<file path="src/rtl/apb2axi.sv">
// rtl/apb2axi.sv - APB3/APB4 completer bridging each access to one single-beat AXI4 transaction
module apb2axi #(
    parameter int IDWID   = 4,
    parameter int DWID    = 64,
    parameter int EXTRAS  = 8,
    parameter int AXI_ID  = 0,
    parameter int TIMEOUT = 1023
) (
    input  logic                clk,
    input  logic                rst_n,

    input  logic                psel,
    input  logic                penable,
    input  logic                pwrite,
    input  logic [31:0]         paddr,
    input  logic [31:0]         pwdata,
    input  logic [3:0]          pstrb,
    output logic                pready,
    output logic [31:0]         prdata,
    output logic                pslverr,

    output logic [IDWID-1:0]    arid,
    output logic [31:0]         araddr,
    output logic [7:0]          arlen,
    output logic [EXTRAS-1:0]   arextras,
    output logic [1:0]          arburst,
    output logic                arvalid,
    input  logic                arready,

    input  logic [IDWID-1:0]    rid,
    input  logic [DWID-1:0]     rdata,
    input  logic [1:0]          rresp,
    input  logic                rlast,
    input  logic                rvalid,
    output logic                rready,

    output logic [IDWID-1:0]    awid,
    output logic [31:0]         awaddr,
    output logic [7:0]          awlen,
    output logic [EXTRAS-1:0]   awextras,
    output logic [1:0]          awburst,
    output logic                awvalid,
    input  logic                awready,

    output logic [DWID-1:0]     wdata,
    output logic [DWID/8-1:0]   wstrb,
    output logic                wlast,
    output logic                wvalid,
    input  logic                wready,

    input  logic [IDWID-1:0]    bid,
    input  logic [1:0]          bresp,
    input  logic                bvalid,
    output logic                bready
);

    localparam logic [IDWID-1:0] ID_C   = IDWID'(AXI_ID);
    localparam logic [15:0]      TO_C   = 16'(TIMEOUT);
    localparam logic [31:0]      ERR_RD = 32'hDEAD_BEEF;

    typedef enum logic [2:0] {
        S_IDLE,
        S_RADDR,
        S_RDATA,
        S_WREQ,
        S_WRESP,
        S_DONE,
        S_DRAIN
    } state_t;

    state_t      state;
    logic        hi_q;      // selects upper 32-bit lane of the 64-bit beat
    logic [15:0] tcnt;
    logic        owe_r;     // read response still expected after a timeout
    logic        owe_b;     // write response still expected after a timeout

    logic [15:0] tcnt_nxt;
    logic        timeout_hit;
    logic        ar_hs, aw_hs, w_hs, r_hs, b_hs;
    logic        ar_left, aw_left, w_left;
    logic        aw_fin, w_fin, r_fin, b_fin;
    logic        unused_ok;

    // Single-beat, incrementing, fixed-ID transactions: these never change.
    assign arid     = ID_C;
    assign awid     = ID_C;
    assign arlen    = 8'd0;
    assign awlen    = 8'd0;
    assign arburst  = 2'b01;
    assign awburst  = 2'b01;
    assign arextras = '0;
    assign awextras = '0;
    assign wlast    = 1'b1;

    // Handshake and "still owed" terms shared by every state.
    always_comb begin
        tcnt_nxt    = tcnt + 16'd1;
        timeout_hit = (TO_C != 16'd0) && (tcnt_nxt >= TO_C);
        ar_hs       = arvalid && arready;
        aw_hs       = awvalid && awready;
        w_hs        = wvalid && wready;
        r_hs        = rready && rvalid;
        b_hs        = bready && bvalid;
        ar_left     = arvalid && !arready;
        aw_left     = awvalid && !awready;
        w_left      = wvalid && !wready;
        aw_fin      = !aw_left;
        w_fin       = !w_left;
        r_fin       = !owe_r || r_hs;
        b_fin       = !owe_b || b_hs;
    end

    // Low address bits, OKAY/EXOKAY distinction and penable carry no meaning here.
    assign unused_ok = ^{paddr[1:0], rresp[0], bresp[0], penable};

    // Bridge FSM: all APB and AXI outputs are registered here.
    always_ff @(posedge clk or negedge rst_n) begin
        if (!rst_n) begin
            state   <= S_IDLE;
            hi_q    <= 1'b0;
            tcnt    <= 16'd0;
            owe_r   <= 1'b0;
            owe_b   <= 1'b0;
            araddr  <= 32'd0;
            arvalid <= 1'b0;
            rready  <= 1'b0;
            awaddr  <= 32'd0;
            awvalid <= 1'b0;
            wdata   <= '0;
            wstrb   <= '0;
            wvalid  <= 1'b0;
            bready  <= 1'b0;
            pready  <= 1'b0;
            pslverr <= 1'b0;
            prdata  <= 32'd0;
        end else begin
            // A valid only ever drops on its own handshake, whatever the state.
            if (ar_hs) arvalid <= 1'b0;
            if (aw_hs) awvalid <= 1'b0;
            if (w_hs)  wvalid  <= 1'b0;

            case (state)
                S_IDLE: begin
                    // Any psel in IDLE starts an access, including a late or
                    // malformed one whose penable is already high.
                    if (psel) begin
                        hi_q <= paddr[2];
                        tcnt <= 16'd0;
                        if (pwrite) begin
                            awaddr  <= {paddr[31:3], 3'b000};
                            wdata   <= {pwdata, pwdata};
                            wstrb   <= paddr[2] ? {pstrb, 4'h0} : {4'h0, pstrb};
                            awvalid <= 1'b1;
                            wvalid  <= 1'b1;
                            state   <= S_WREQ;
                        end else begin
                            araddr  <= {paddr[31:3], 3'b000};
                            arvalid <= 1'b1;
                            state   <= S_RADDR;
                        end
                    end
                end

                S_RADDR: begin
                    if (ar_hs) begin
                        tcnt   <= tcnt_nxt;
                        rready <= 1'b1;
                        state  <= S_RDATA;
                    end else if (timeout_hit) begin
                        prdata  <= ERR_RD;
                        pslverr <= 1'b1;
                        pready  <= 1'b1;
                        owe_r   <= 1'b1;
                        state   <= S_DONE;
                    end else begin
                        tcnt <= tcnt_nxt;
                    end
                end

                S_RDATA: begin
                    if (rvalid) begin
                        prdata  <= hi_q ? rdata[63:32] : rdata[31:0];
                        pslverr <= rresp[1] | (rid != ID_C) | !rlast;
                        pready  <= 1'b1;
                        rready  <= 1'b0;
                        state   <= S_DONE;
                    end else if (timeout_hit) begin
                        prdata  <= ERR_RD;
                        pslverr <= 1'b1;
                        pready  <= 1'b1;
                        rready  <= 1'b0;
                        owe_r   <= 1'b1;
                        state   <= S_DONE;
                    end else begin
                        tcnt <= tcnt_nxt;
                    end
                end

                S_WREQ: begin
                    // AW and W may complete in either order or together.
                    if (aw_fin && w_fin) begin
                        tcnt   <= tcnt_nxt;
                        bready <= 1'b1;
                        state  <= S_WRESP;
                    end else if (timeout_hit) begin
                        pslverr <= 1'b1;
                        pready  <= 1'b1;
                        owe_b   <= 1'b1;
                        state   <= S_DONE;
                    end else begin
                        tcnt <= tcnt_nxt;
                    end
                end

                S_WRESP: begin
                    if (bvalid) begin
                        pslverr <= bresp[1] | (bid != ID_C);
                        pready  <= 1'b1;
                        bready  <= 1'b0;
                        state   <= S_DONE;
                    end else if (timeout_hit) begin
                        pslverr <= 1'b1;
                        pready  <= 1'b1;
                        bready  <= 1'b0;
                        owe_b   <= 1'b1;
                        state   <= S_DONE;
                    end else begin
                        tcnt <= tcnt_nxt;
                    end
                end

                S_DONE: begin
                    // One-cycle completion pulse; error flag goes with it.
                    pready  <= 1'b0;
                    pslverr <= 1'b0;
                    if (owe_r || owe_b || ar_left || aw_left || w_left) begin
                        rready <= owe_r;
                        bready <= owe_b;
                        state  <= S_DRAIN;
                    end else begin
                        state <= S_IDLE;
                    end
                end

                S_DRAIN: begin
                    // Late responses are accepted and thrown away.
                    if (r_hs) begin
                        owe_r  <= 1'b0;
                        rready <= 1'b0;
                    end
                    if (b_hs) begin
                        owe_b  <= 1'b0;
                        bready <= 1'b0;
                    end
                    if (r_fin && b_fin && !ar_left && !aw_left && !w_left) begin
                        state <= S_IDLE;
                    end
                end

                default: begin
                    state <= S_IDLE;
                end
            endcase
        end
    end

endmodule

</file>
<file path="config.mk">
export PLATFORM = sky130hd
export DESIGN_NAME = apb2axi
export DESIGN_NICKNAME = d
export VERILOG_FILES = /design/src/rtl/apb2axi.sv
export SDC_FILE = /design/constraint.sdc
export NUM_CORES = 1
export LEC_CHECK = 0
export ABC_AREA = 1
export BUFFER_PORTS_ARGS = -buffer_cell sky130_fd_sc_hd__buf_4
export CORE_AREA = 2 2 145 147
export DETAILED_ROUTE_END_ITERATION = 10
export DIE_AREA = 0 0 147 149
export PLACE_DENSITY = 0.7
export SLEW_MARGIN = 20
export SYNTH_ARGS = -nofsm -noshare
export SYNTH_HDL_FRONTEND = slang
export SYNTH_SLANG_ARGS = --single-unit
</file>
<file path="constraint.sdc">
create_clock -name clk -period 3.38 [get_ports clk]
set_input_delay 0.507 -clock clk [delete_from_list [all_inputs] [get_ports clk]]
set_output_delay 0.507 -clock clk [all_outputs]
set_load 0.01 [all_outputs]
</file>
# ---- Word-level counts from Yosys, hierarchy flattened
# Index checks and enable logic that the tools add are counted.
dict set report op_classes {
  n_addsub 1
  n_lt_le_gt_ge 1
  n_eq_ne 19
  muxes 66
  bitwise_logic 4
  n_reduce_logical 49
}
# cell n
set op_table {}
lappend op_table {{32-bit two-way mux} 4}
lappend op_table {{16-bit two-way mux} 6}
lappend op_table {{16-bit case mux with 5 select lines} 1}
lappend op_table {{32-bit case mux with 2 select lines} 1}
lappend op_table {{1-bit two-way mux} 37}
lappend op_table {{3-bit two-way mux} 8}
lappend op_table {{2-bit != test (second input constant)} 11}
lappend op_table {{3-bit case mux with 7 select lines} 1}
lappend op_table {{16-bit by 1-bit adder with 16-bit output (second input constant)} 1}
lappend op_table {{16-bit by 10-bit greater-or-equal comparator with 1-bit output (second input constant)} 1}
lappend op_table {{4-bit nonzero test} 4}
lappend op_table {{1-bit logical AND} 13}
lappend op_table {{4-bit AND reduction} 3}
lappend op_table {{1-bit case mux with 5 select lines} 2}
lappend op_table {{5-bit AND reduction} 2}
lappend op_table {{5-bit nonzero test} 2}
lappend op_table {{3-bit equality test (second input constant)} 3}
lappend op_table {{1-bit zero test} 9}
lappend op_table {{3-bit AND reduction} 3}
lappend op_table {{8-bit two-way mux} 1}
lappend op_table {{1-bit case mux with 4 select lines} 2}
lappend op_table {{3-bit by 2-bit equality test with 1-bit output (second input constant)} 2}
lappend op_table {{1-bit logical OR} 6}
lappend op_table {{3-bit != test (second input constant)} 2}
lappend op_table {{other kinds (9)} 15}
dict set report word_totals {
  reg_bits 191
  in_bits 155
  out_inout_bits 220
}

# ---- Longest topological paths before layout
dict set report logic_depth {
  ltp_word 8
  ltp_mapped 15
}

# ---- Worst setup path after synthesis
# OpenSTA, ideal clock, no wires.
dict set report synth_path {
  path_type {flip-flop to flip-flop}
  start {reg tcnt[1]}
  end {reg prdata[0]}
  setup_ns 0.122
  arrival_ns 1.722
  required_time_ns 3.258
  setup_slack_ns 1.536
  stages_incl_launch_ff 14
  path_buffers 1
  synth_period_minus_slack_ns 1.844
  path_cell_list {dfrtp_1 -> ha_1 -> nand2_2 -> nor2_4 -> nand3_1 -> nand2_1 -> nand2_1 -> inv_1 -> nand2_1 -> nor2_4 -> nand3_4 -> o22ai_4 -> buf_6 -> a21oi_1}
}
dict set report synth_via {
  elab_chain_cells 5
  word_cells_on_any_way 6
  cone_classes {add/sub: 1; order compare: 1; mux: 4}
}
# item line
set synth_rtl {}
lappend synth_rtl {{from (decl)} 73} ;# logic [15:0] tcnt;
lappend synth_rtl {{from (signal assigned)} 166} ;# tcnt <= tcnt_nxt;
lappend synth_rtl {{from (signal assigned)} 176} ;# tcnt <= tcnt_nxt;
lappend synth_rtl {{from (signal assigned)} 195} ;# tcnt <= tcnt_nxt;
lappend synth_rtl {{16-bit by 1-bit adder with 16-bit output (*)} 97} ;# tcnt_nxt = tcnt + 16'd1;
lappend synth_rtl {{16-bit by 10-bit greater-or-equal comparator with 1-bit output (*)} 98} ;# timeout_hit = (TO_C != 16'd0) && (tcnt_nxt >= TO_C);
lappend synth_rtl {{32-bit two-way mux (*)} -}
lappend synth_rtl {{32-bit two-way mux (on tied branches)} -}
lappend synth_rtl {{32-bit case mux with 2 select lines (*)} -}
lappend synth_rtl {{to (signal assigned)} 182} ;# prdata <= hi_q ? rdata[63:32] : rdata[31:0];
lappend synth_rtl {{to (decl)} 19} ;# output logic [31:0] prdata,
# Mark *: on every way between the ends. The rest lies on a longest branch, timed or not. The select of a mux whose other input is x is not followed.
# A chain may end at the register's enable or synchronous reset.

# ---- Final worst setup path
dict set report layout_path {
  start {reg hi_q}
  end {reg prdata[29]}
}
dict set report layout_via {
  elab_chain_cells 3
}
# item line
set layout_rtl {}
lappend layout_rtl {{from (decl)} 72} ;# logic hi_q;
lappend layout_rtl {{from (signal assigned)} 147} ;# hi_q <= paddr[2];
lappend layout_rtl {{32-bit two-way mux} 182}
lappend layout_rtl {{32-bit two-way mux} 181} ;# if (rvalid) begin
lappend layout_rtl {{32-bit case mux with 2 select lines} 142} ;# case (state)
# No other way between the ends.

==> impl_metrics.env <==
export IMPL_rrSetupSlack_ps=720
export IMPL_antenna_found_initial=0
export IMPL_path_class="reg -> reg"
export IMPL_synth_area_per_cell_sq_um=7.828
export IMPL_synth_top_cell_by_area="dfrtp_1"
export IMPL_area_growth_pct=35.04
export IMPL_ctsResizeCount=0
export IMPL_crit_arrival_ps=2960
export IMPL_numCtsBuffers=17
export IMPL_diodes=0
export IMPL_cts_root_buf="clkbuf_16"
export IMPL_clk_latency_ps=430
export IMPL_drt_iter0_markers=264
export IMPL_layout_min_cycle_time_ps=2661
export IMPL_synthFlopType="dfrtp_1"
export IMPL_grt_max_degree=67
export IMPL_ctsHoldBuffers=0
export IMPL_vias=7136
export IMPL_wl_per_cell_um=13.36
export IMPL_io_buffer_count=318
export IMPL_ant_nets=0
export IMPL_setup_viol=0
export IMPL_cp_start_kind="flip-flop"
export IMPL_seq_area_sq_um=3979
export IMPL_core_sq_um=20560
export IMPL_dp_hpwl_mm=15.75
export IMPL_hold_class="in -> async"
export IMPL_grt_pass1_vias=6796
export IMPL_die_x_um=147
export IMPL_ys_seq_area_share_pct=49.59
export IMPL_max_cap_violations=0
export IMPL_grt_pass1_wl_mm=33.60
export IMPL_clk_pin_slew_ps=80
export IMPL_min_period_over_period_pct=78.72
export IMPL_finalPower_mw=9.221
export IMPL_slowest_stage="dfrtp_1"
export IMPL_tightest_slew_ps=1065
export IMPL_syn_area_sq_um=8024
export IMPL_path_cells="inv_1 > or2_2 > o211ai_1 > nand2_1"
export IMPL_synth_top_area_share_pct=49.59
export IMPL_path_buf_inv=1
export IMPL_power_leakage_nw=6.003
export IMPL_cts_tree="done"
export IMPL_wirelength_mm=21.19
export IMPL_layout_nets=1455
export IMPL_critical_path_required_ps=3680
export IMPL_multi_input_area_sq_um=3032
export IMPL_clock_path_buffers=2
export IMPL_yosys_warnings=0
export IMPL_cts_setup_buffers=0
export IMPL_syn_inst=1025
export IMPL_drtPass1Iterations=4
export IMPL_hold_viol=0
export IMPL_die_h_um=149
export IMPL_rows=53
export IMPL_crit_family="flip-flops"
export IMPL_nFillCells=1973
export IMPL_slowest_delay_ps=1040
export IMPL_power_density_nw_per_um2=851.0
export IMPL_hold_ws_ps=28.44
export IMPL_clock_sinks=159
export IMPL_drive_above_1_share_pct=29.60
export IMPL_status="completed"
export IMPL_skew_ps=14.97
export IMPL_die_area_sq_um=21900
export IMPL_final_max_slew_viol_count=0
export IMPL_overflow=0
export IMPL_synth_area_leaders="dfrtp_1 (50%), nand2_1 (17%), buf_4 (7.8%), o21ai_0 (5.2%), inv_1 (4.9%)"
export IMPL_vdd_drop_max_mv=0.4417
export IMPL_fmax_mhz=375.8
export IMPL_setup_tns_ps=0
export IMPL_viasPerCell=4.499
export IMPL_synth_ff_latch_count=159
export IMPL_h_tree_depth=4
export IMPL_track_usage_pct=19.20
export IMPL_num_io_pins=375
export IMPL_gp_congestion=0.8620
export IMPL_rsz0062_at_grt="false"
export IMPL_end_kind="flip-flop"
export IMPL_async_flop_share_pct=100.0
export IMPL_synth_distinct_cells=37
export IMPL_slew_headroom_pct=29.01
export IMPL_synth_edf_count=0
export IMPL_start_util_pct=39.03
export IMPL_drc=0
export IMPL_critPathMaxFanout=33
where the power goes:
| group | internal (mW) | leakage (nW) | switching (mW) | total (mW) |
|---|---|---|---|---|
| combinational | 1.83 | 3.71 | 2.10 | 3.93 |
| clock | 1.02 | 0.303 | 0.954 | 1.98 |
| sequential | 2.71 | 1.99 | 0.602 | 3.32 |
layout by cell type, fill, tap and decap left out, drive strengths merged, types with 2 or more instances in the layout:
master / count
nand2: 379
buf: 324
dfrtp: 159
inv: 111
o21ai: 87
nor2: 69
conb: 51
a21oi: 34
nand3: 26
clkbuf: 17
nand4: 10
clkinv: 10
or2: 8
o211ai: 8
nor3: 4
o31ai: 2
a31oi: 2
ha: 2
o22ai: 2
logic make-up (layout without fill, tap and decap cells):
logic type / count (synthesis) / in the layout / share of synthesized area (%)
other: 2 / 51 / 0.09359
buffers and inverters: 225 / 462 / 15.02
AND/OR/NAND/NOR: 498 / 498 / 25.53
flip-flops: 159 / 159 / 49.59
AO/OA/AOI/OAI: 139 / 139 / 9.465
adder cells (fa/ha/maj): 2 / 2 / 0.3118
synth_stat cells, types with 3 or more instances:
| library cell | number |
|---|---|
| a21oi_1 | 32 |
| buf_2 | 8 |
| buf_4 | 83 |
| buf_6 | 5 |
| clkbuf_1 | 21 |
| dfrtp_1 | 159 |
| inv_1 | 105 |
| nand2_1 | 371 |
| nand2_2 | 8 |
| nand3_1 | 24 |
| nand4_1 | 10 |
| nor2_1 | 60 |
| nor2_2 | 3 |
| nor2_4 | 6 |
| nor3_1 | 4 |
| o211ai_1 | 8 |
| o21ai_0 | 83 |
| o21ai_1 | 4 |
| or2_2 | 8 |
metrics by stage:
stage	utilization, %	instance area (sq um)	cells	setup WS, ps
floorplan	-	8208	1074	1536
global placement	49.62	10200	1554	772.1
detailed placement	49.62	10200	1554	708.7
CTS	52.71	10840	1586	699.5
global route	52.71	10840	1586	452.3
finish	52.71	10840	1586	719.3
registers in the layout (all words and copies together), names as in the netlist:
signal / cells
araddr: 29
arvalid: 1
awaddr: 29
awvalid: 1
bready: 1
hi_q: 1
owe_b: 1
owe_r: 1
prdata: 32
pready: 1
pslverr: 1
rready: 1
state: 3
tcnt: 16
wdata: 32
wstrb: 8
wvalid: 1
final timing paths:
check,from,end,cells after the start
setup / recovery,hi_q$_DFFE_PN0P_,prdata[29]$_DFFE_PN0P_,4
hold / removal,rst_n,araddr[17]$_DFFE_PN0P_,1
setup reg to reg,hi_q$_DFFE_PN0P_,prdata[29]$_DFFE_PN0P_,4
hold reg to reg,prdata[24]$_DFFE_PN0P_,prdata[24]$_DFFE_PN0P_,2
max in group asynchronous,rst_n,prdata[17]$_DFFE_PN0P_,2
min in group clk,pwdata[31],wdata[31]$_DFFE_PN0P_,3
final cells by class:
cell class,count,share of cell area [%]
flip-flops and latches,159,36.72
multi-input cells,690,27.98
repair buffers,324,22.60
clock buffers,17,3.926
inverters,106,3.672
well taps,275,3.176
clock inverters,15,1.928
routing by layer:
layer  track usage, %  part of all wire (%)
met5                0                     0
met4            5.913                   1.9
met3            6.147                   8.5
met2            33.12                    49
met1            23.04                    41
(Power assumes the default switching activity.)
